## src/rtl/fetch_pkg.sv

```systemverilog
// Shared types and constants for the instruction-fetch front end.
// Holds the fetch FSM encoding, the buffered {pc, inst} entry and PC helpers.
package fetch_pkg;

    typedef enum logic [2:0] {
        IDLE  = 3'd0,
        ADDR  = 3'd1,
        DATA  = 3'd2,
        KADDR = 3'd3,
        DRAIN = 3'd4
    } fetch_state_t;

    typedef struct packed {
        logic [63:0] pc;
        logic [31:0] inst;
    } fetch_entry_t;

    localparam logic [63:0] PC_STEP    = 64'd4;
    localparam logic [1:0]  FIFO_DEPTH = 2'd2;

    // Instruction addresses are word aligned; the low two bits are dropped.
    function automatic logic [63:0] align_pc(input logic [63:0] addr);
        return addr & ~64'h3;
    endfunction

endpackage

```

## src/rtl/fetch_fifo.sv

```systemverilog
// Two-entry FIFO of fetched {pc, inst} words between the bus and decode.
// Flush wins over push and pop; a simultaneous push and pop is allowed even when full.
module fetch_fifo
    import fetch_pkg::*;
(
    input  logic         clk,
    input  logic         rst,
    input  logic         flush,
    input  logic         push,
    input  fetch_entry_t push_entry,
    input  logic         pop,
    output fetch_entry_t head,
    output logic [1:0]   count
);

    fetch_entry_t mem [2];
    logic         rd_ptr;
    logic         wr_ptr;
    logic         do_push;
    logic         do_pop;

    assign do_pop  = pop && (count != 2'd0);
    // When full, the slot freed by the pop is the one the write pointer lands on.
    assign do_push = push && ((count != FIFO_DEPTH) || do_pop);

    always_ff @(posedge clk or posedge rst) begin
        if (rst) begin
            mem[0] <= '0;
            mem[1] <= '0;
            rd_ptr <= 1'b0;
            wr_ptr <= 1'b0;
            count  <= 2'd0;
        end else if (flush) begin
            rd_ptr <= 1'b0;
            wr_ptr <= 1'b0;
            count  <= 2'd0;
        end else begin
            if (do_push) begin
                mem[wr_ptr] <= push_entry;
                wr_ptr      <= ~wr_ptr;
            end
            if (do_pop) begin
                rd_ptr <= ~rd_ptr;
            end
            count <= count + {1'b0, do_push} - {1'b0, do_pop};
        end
    end

    assign head = mem[rd_ptr];

endmodule

```

## src/rtl/fetch_unit.sv

```systemverilog
// Instruction-fetch front end: one outstanding bus read, 2-entry buffer to decode,
// and redirect handling that kills in-flight work and restarts at the branch target.
//
// state | meaning
// IDLE  | no request presented; waiting for buffer room
// ADDR  | request for pc presented on the bus
// DATA  | request accepted; waiting for its response
// KADDR | killed request still presented, address held until accepted
// DRAIN | killed request accepted; waiting to discard its response
module fetch_unit
    import fetch_pkg::*;
#(
    parameter logic [63:0] RESET_PC = 64'h8000_0000
) (
    input  logic        clk,
    input  logic        reset,
    output logic        ibus_req_valid,
    output logic [63:0] ibus_req_addr,
    input  logic        ibus_req_ready,
    input  logic        ibus_resp_valid,
    input  logic [31:0] ibus_resp_data,
    input  logic        redirect_valid,
    input  logic [63:0] redirect_pc,
    output logic        out_valid,
    output logic [31:0] out_inst,
    output logic [63:0] out_pc,
    input  logic        out_ready
);

    fetch_state_t state;
    fetch_state_t state_next;
    logic [63:0]  pc;
    logic [63:0]  inflight_pc;

    fetch_entry_t fifo_head;
    fetch_entry_t fifo_push_entry;
    logic [1:0]   fifo_count;
    logic         fifo_push;
    logic         fifo_pop;
    logic         fifo_flush;
    logic [1:0]   count_after_pop;
    logic [1:0]   count_after_push_pop;

    // A redirect flushes the buffer and overrides any same-cycle push or pop.
    assign fifo_flush = redirect_valid;
    assign fifo_pop   = out_valid && out_ready && !redirect_valid;
    assign fifo_push  = (state == DATA) && ibus_resp_valid && !redirect_valid;

    assign fifo_push_entry.pc   = inflight_pc;
    assign fifo_push_entry.inst = ibus_resp_data;

    // In DATA the buffer holds at most one entry, so the sum never exceeds 2.
    assign count_after_pop      = fifo_count - {1'b0, fifo_pop};
    assign count_after_push_pop = count_after_pop + {1'b0, fifo_push};

    fetch_fifo u_fifo (
        .clk        (clk),
        .rst        (reset),
        .flush      (fifo_flush),
        .push       (fifo_push),
        .push_entry (fifo_push_entry),
        .pop        (fifo_pop),
        .head       (fifo_head),
        .count      (fifo_count)
    );

    always_ff @(posedge clk or posedge reset) begin
        if (reset) begin
            state       <= IDLE;
            pc          <= align_pc(RESET_PC);
            inflight_pc <= '0;
        end else begin
            state <= state_next;
            if (redirect_valid) begin
                pc <= align_pc(redirect_pc);
            end else if ((state == ADDR) && ibus_req_ready) begin
                pc <= pc + PC_STEP;
            end
            // Also captured on a kill so KADDR keeps presenting the original address.
            if ((state == ADDR) && (ibus_req_ready || redirect_valid)) begin
                inflight_pc <= pc;
            end
        end
    end

    always_comb begin
        state_next = state;
        unique case (state)
            IDLE: begin
                if (!redirect_valid && (count_after_pop < FIFO_DEPTH)) begin
                    state_next = ADDR;
                end
            end
            ADDR: begin
                if (redirect_valid) begin
                    state_next = ibus_req_ready ? DRAIN : KADDR;
                end else if (ibus_req_ready) begin
                    state_next = DATA;
                end
            end
            DATA: begin
                if (redirect_valid) begin
                    state_next = ibus_resp_valid ? IDLE : DRAIN;
                end else if (ibus_resp_valid) begin
                    state_next = (count_after_push_pop < FIFO_DEPTH) ? ADDR : IDLE;
                end
            end
            KADDR: begin
                if (ibus_req_ready) begin
                    state_next = DRAIN;
                end
            end
            DRAIN: begin
                if (ibus_resp_valid) begin
                    state_next = IDLE;
                end
            end
            default: state_next = IDLE;
        endcase
    end

    always_comb begin
        ibus_req_valid = 1'b0;
        ibus_req_addr  = '0;
        unique case (state)
            ADDR: begin
                ibus_req_valid = 1'b1;
                ibus_req_addr  = pc;
            end
            KADDR: begin
                ibus_req_valid = 1'b1;
                ibus_req_addr  = inflight_pc;
            end
            default: begin
                ibus_req_valid = 1'b0;
                ibus_req_addr  = '0;
            end
        endcase
    end

    assign out_valid = (fifo_count != 2'd0);
    assign out_inst  = out_valid ? fifo_head.inst : '0;
    assign out_pc    = out_valid ? fifo_head.pc : '0;

endmodule

```

## config.mk

```make
export PLATFORM = sky130hd
export DESIGN_NAME = fetch_unit
export DESIGN_NICKNAME = d
export VERILOG_FILES = /design/src/rtl/fetch_pkg.sv /design/src/rtl/fetch_fifo.sv /design/src/rtl/fetch_unit.sv
export SDC_FILE = /design/constraint.sdc
export NUM_CORES = 1
export LEC_CHECK = 0
export BUFFER_PORTS_ARGS = -buffer_cell sky130_fd_sc_hd__buf_2
export CORE_ASPECT_RATIO = 1.1
export CORE_MARGIN = 3
export CORE_UTILIZATION = 57
export DETAILED_ROUTE_END_ITERATION = 16
export GPL_ROUTABILITY_DRIVEN = 0
export PLACE_DENSITY_LB_ADDON = 0.3
export SYNTH_ARGS = -nofsm -noshare
export SYNTH_HDL_FRONTEND = slang
export SYNTH_SLANG_ARGS = --single-unit
```

## constraint.sdc

```tcl
create_clock -name clk -period 10.3 [get_ports clk]
set_clock_uncertainty 0.1 [all_clocks]
set_input_delay 0.515 -clock clk [delete_from_list [all_inputs] [get_ports clk]]
set_output_delay 0.515 -clock clk [all_outputs]
set_load 0.05 [all_outputs]
```

# Word-level counts from Yosys, hierarchy flattened
# Cells that the tools add are included.
[classes]
n_addsub = 5
magnitude_cmp = 5
n_eq_ne = 10
muxes = 28
n_bitwise = 5
reduce_logical = 21
[op_table]
columns = ["operator", "n"]
rows = [
  ["two-way mux 96 bit", 4],
  ["bitwise mux 192 bit", 1],
  ["two-way mux 64 bit", 3],
  ["one-hot mux 64 bit (2 select lines)", 1],
  ["demux 96 bit (select 1 bit)", 1],
  ["adder 64 x 3 -> 64 bit, second input constant", 1],
  ["two-way mux 32 bit", 1],
  ["two-way mux 3 bit", 9],
  ["one-hot mux 3 bit (5 select lines)", 1],
  ["logical AND 1 bit", 10],
  ["inequality test 2 bit, second input constant", 4],
  ["nonzero test 2 bit", 4],
  ["== test 3 x 2 -> 1 bit, second input constant", 2],
  ["two-way mux 1 bit", 6],
  ["inequality test 3 bit, second input constant", 2],
  ["AND reduction 5 bit", 1],
  ["adder 2 x 1 -> 2 bit", 2],
  [">= comparator 2 bit, second input constant", 2],
  ["< comparator 2 bit, second input constant", 2],
  ["NOT 1 -> 2 bit", 2],
  ["subtractor 2 x 1 -> 2 bit", 2],
  ["== test 3 x 1 -> 1 bit, second input constant", 1],
  ["== test 3 bit, second input constant", 1],
  ["logical NOT 3 bit", 1],
  ["7 further kinds", 10],
]
[totals]
regBits = 327
input_bits = 102
out_inout_bits = 162
wordCells = 84

# Depth between registers and ports, before layout
[depth]
word_depth = 10
depth_mapped = 11
ltp_nobuf = 10

# By module
# From an unflattened synthesis, not the netlist that was laid out.
[hier_totals]
hier_cells = 1414
area_unflattened_um2 = 16510.8
[modules_own_cells]
columns = ["mod", "instances", "cells_per_inst", "area_each_um2", "seq_area_each_um2"]
rows = [
  ["fetch_fifo", 1, 534, 8567.0, 4904.7],
  ["fetch_unit", 1, 880, 7943.9, 3179.3],
]

# Worst setup path before layout
# OpenSTA, ideal clock, no wires.
[synth_path]
kind = "input port to flip-flop"
from = "input redirect_valid"
to = "register state[1]"
setup_time_ps = 65
arrival_time_ps = 2735
required_ps = 10135
setup_slack_ps = 7400
cell_stages = 11
cell_sequence = "clkbuf_1 clkbuf_1 clkbuf_1 buf_1 nor2_1 ha_1 xor2_1 o21ai_0 a31oi_1 a2111oi_0 a21o_1"
[synth_via]
elab_chain_cells = 7
[synth_rtl]
columns = ["element", "line", "text"]
rows = [
  ["start: declaration", "fetch_unit.sv:22", "input logic redirect_valid,"],
  ["logical NOT 1 bit", "fetch_unit.sv:46, fetch_unit.sv:90", ""],
  ["logical AND 1 bit", "fetch_unit.sv:46", "assign fifo_pop = out_valid && out_ready && !redirect_valid;"],
  ["subtractor 2 x 1 -> 2 bit", "fetch_unit.sv:53", "assign count_after_pop = fifo_count - {1'b0, fifo_pop};"],
  ["< comparator 2 bit", "fetch_unit.sv:90", "if (!redirect_valid && (count_after_pop < FIFO_DEPTH)) begin"],
  ["logical AND 1 bit", "fetch_unit.sv:90", ""],
  ["inequality test 2 bit (no line)", "-", ""],
  ["AND reduction 5 bit (no line)", "-", ""],
  ["end signal: assignment", "fetch_unit.sv:73", "state <= state_next;"],
  ["end: declaration", "fetch_unit.sv:30", "fetch_state_t state;"],
]
# Parallel ways exist; a longest one is shown, timed or not.
# A chain may end at the register's enable or synchronous reset.

# Final worst setup path
[layout_path]
from = "register state[0]"
to = "register u_fifo.mem[155] in the netlist's numbering"
[layout_via]
elab_chain_cells = 5
[layout_rtl]
columns = ["element", "line", "text"]
rows = [
  ["== test 3 x 2 -> 1 bit", "fetch_unit.sv:47", "assign fifo_push = (state == DATA) && ibus_resp_valid && !redirect_valid;"],
  ["logical AND 1 bit (2 in series)", "fetch_unit.sv:47", ""],
  ["logical AND 1 bit", "fetch_fifo.sv:24", "assign do_push = push && ((count != FIFO_DEPTH) || do_pop);"],
  ["AND reduction 2 bit (no line)", "-", ""],
  ["end signal: indexed assignment", "fetch_fifo.sv:39", "mem[wr_ptr] <= push_entry;"],
  ["end: declaration", "fetch_fifo.sv:16", "fetch_entry_t mem [2];"],
]
# No other way between the ends.

==> impl_metrics.tcl <==
set metrics [dict create \
    fin_crit_ns 4.09 \
    synth_ff_type "dfrtp_1" \
    criticalPathCategory "register to register" \
    rsz0062_at_grt "false" \
    required_ns 10.59 \
    leakage_nw 8.77 \
    ir_worst_vdd_v 0.000246 \
    maxSlewHeadroom_pct 21.1 \
    drtPass1Iterations 5 \
    syn_avg_cell_area_sq_um 10.4 \
    setup_tns_ns 0 \
    avgRoutedWirePerCell_um 19.5 \
    die_h_um 181 \
    grt_max_degree 120 \
    cpPeakStageDelay_ns 1.02 \
    io_buffer_count 257 \
    rows 63 \
    drtAntennaViolNets 0 \
    synth_seq_cells 319 \
    root_buffer "clkbuf_16" \
    track_usage_pct 27.4 \
    design.die.area_sq_um 29900 \
    yosys.area.top_type "dfrtp_1" \
    synth_top_cell_area_share_pct 50.2 \
    synthTopCellsByArea "dfrtp_1 50%, mux2_2 13%, mux2i_1 9.9%, nand2_1 5.5%, nor2_1 4.8%" \
    r2r_end "u_fifo.mem[155]" \
    grt_pass1_wl_mm 65.4 \
    worstPathCellList "nor2_1 > nand3_1 > a211oi_1 > nor2b_4 > buf_4 > mux2_2" \
    register_area_sq_um 7990 \
    cts_setup_buffers 0 \
    area.growth.synth_to_final_pct 16.3 \
    hold_viol 0 \
    worstMarginPinSlew_ns 1.17 \
    cp_max_fo 64 \
    cts_htree_levels 2 \
    final_common_cell "dfrtp_1" \
    cts_buffers 35 \
    pwr_density_cell_nw_per_um2 264 \
    start_util_pct 58.3 \
    synth_warnings 0 \
    cp-end-kind "register" \
    async_flop_share_pct 100 \
    core_area_sq_um 27200 \
    nNetsFinal 1830 \
    cts_buffer_depth 3 \
    dr.first_iter.drc_count 1108 \
    ys_types 63 \
    synth_edf_count 0 \
    n_fill_cell 2098 \
    drive_gt1_share_pct 30.9 \
    max_clock_freq_ghz 0.244 \
    grt_pass1_vias 12500 \
    cpMaxStageDelayCell "nor2b_4" \
    multi_input_area_sq_um 7390 \
    slew_viol_final 0 \
    cts_sinks 319 \
    crit_arrival_ns 4.38 \
    timing.rr.start "state[0]" \
    antenna_found_initial 4 \
    cts_resized 0 \
    rr_worst_depth 6 \
    clk_latency_ns 0.51 \
    cp-start-kind "register" \
    netlist_area_sq_um 15900 \
    grt_overflow 0 \
    drc 0 \
    fin_util_pct 67.8 \
    min_path_type "input pin to asynchronous set/reset pin" \
    dp_hpwl_mm 27.0 \
    rrSetupSlack_ns 6.21 \
    clkTransAtPathRegs_ns 0.06 \
    maxCapViolCount 0 \
    dieWidth_um 165 \
    yosysSeqAreaShare_pct 50.3 \
    totalWireLength_mm 41.0 \
    mostFrequentLayoutCells "316 x dfrtp_1, 257 x buf_2, 232 x nand2_1, 201 x nor2_1, 188 x mux2_2" \
    cts_tree "built" \
    fin_crit_sh_pct 39.7 \
    vias 12400 \
    run_status "completed" \
    pin_count 264 \
    finalSetupViolations 0 \
    num_antenna_cells 0 \
    viasPerCell 5.87 \
    netlist_instances 1521 \
    hold_buffers 0 \
]
-- flip-flops by register name, indices dropped and copies added, names as in the netlist --
name and flops:
u_fifo.wr_ptr 1, pc 62, state 3, u_fifo.rd_ptr 1, u_fifo.mem 188, inflight_pc 62, u_fifo.count 2
-- worst max-delay path: cells and delay by family (launching register included) --
| family | cells | cell delay [ns] |
|---|---|---|
| buf+inv | 1 | 0.87 |
| compound gates | 1 | 0.66 |
| simple gates | 3 | 1.33 |
| flops | 1 | 0.48 |
| mux | 1 | 0.43 |
-- layout make-up --
class	count	share of cell area, %
inverter	11	0.265
multi-input combinational	1086	40.1
clock buffer	49	5.59
sequential	319	43.3
clock inverter	14	0.800
tap	357	2.42
timing repair buffer	271	7.54
-- worst max-delay path by stage --
stage / start / end
final: state[0] / u_fifo.mem[155]
after global routing: state[0] / u_fifo.mem[191]
after CTS: state[0] / u_fifo.mem[155]
after detailed placement: redirect_valid / u_fifo.mem[140]
after global placement: redirect_valid / u_fifo.mem[146]
after floorplan: reset / inflight_pc[10]
-- through the flow --
stage	cells	cell area [sq um]	hold WS, ns	total power (W)	worst slack, ns
after global placement	2044	17300	0.386	0.00355	6.04
after CTS	2107	18400	0.104	0.00491	6.27
after detailed placement	2044	17300	0.393	0.00363	5.93
after floorplan	1524	15900	0.369	0.00317	0.859
final	2107	18400	0.0754	0.00488	6.21
after global routing	2107	18400	0.122	0.00515	6.01
-- report_power, final --
group	switching, W	internal [W]	total (W)
clock	0.000493	0.000774	0.00127
combinational	0.00112	0.000567	0.00168
sequential	0.000309	0.00162	0.00193
-- synthesized netlist by cell type (2+ instances only) --
library cell and count:
and3_2 3, nor2_1 203, buf_2 8, a21oi_1 3, mux2_2 188, buf_6 3, mux2i_1 157, or3_1 17
a31oi_1 26, o31ai_1 10, dfrtp_1 318, nor3b_1 2, and4_1 4, inv_1 10, nor3_1 10, nand4_1 25
o211ai_1 5, and3_1 9, o21ai_0 50, or4_1 16, ha_1 4, nor4_1 11, nand2_1 233, a211o_1 2
xnor2_1 14, clkbuf_1 73, nand2b_1 2, nor2b_1 6, buf_4 4, dlygate4sd3_1 2, a211oi_1 2, or4_4 2
xor2_1 18, nand3_1 35, and2_1 3, buf_1 16
-- per-layer routing --
| layer | vias up | GRT usage (%) | wire length, um |
|---|---|---|---|
| li1 | 5675 | - | - |
| met1 | 6083 | 36.2 | 16600 |
| met2 | 500 | 44.6 | 19600 |
| met3 | 99 | 5.18 | 3200 |
| met4 | 8 | 10.7 | 1470 |
| met5 | - | 0 | 50 |
-- logic make-up (layout without fill, tap and decap cells) --
logic type               Yosys count  in the layout  synth area share (%)
other                              1              4                0.0236
AND/OR/NAND/NOR                  591            591                  16.7
AO/OA/AOI/OAI                    110            110                  4.24
XOR/XNOR                          32             32                  1.77
multiplexers                     345            345                  23.3
flip-flops                       319            319                  50.3
buffers and inverters            119            345                  3.40
adder cells (fa/ha/maj)            4              4                 0.316
No activity file was read; power rests on OpenSTA's default activity.
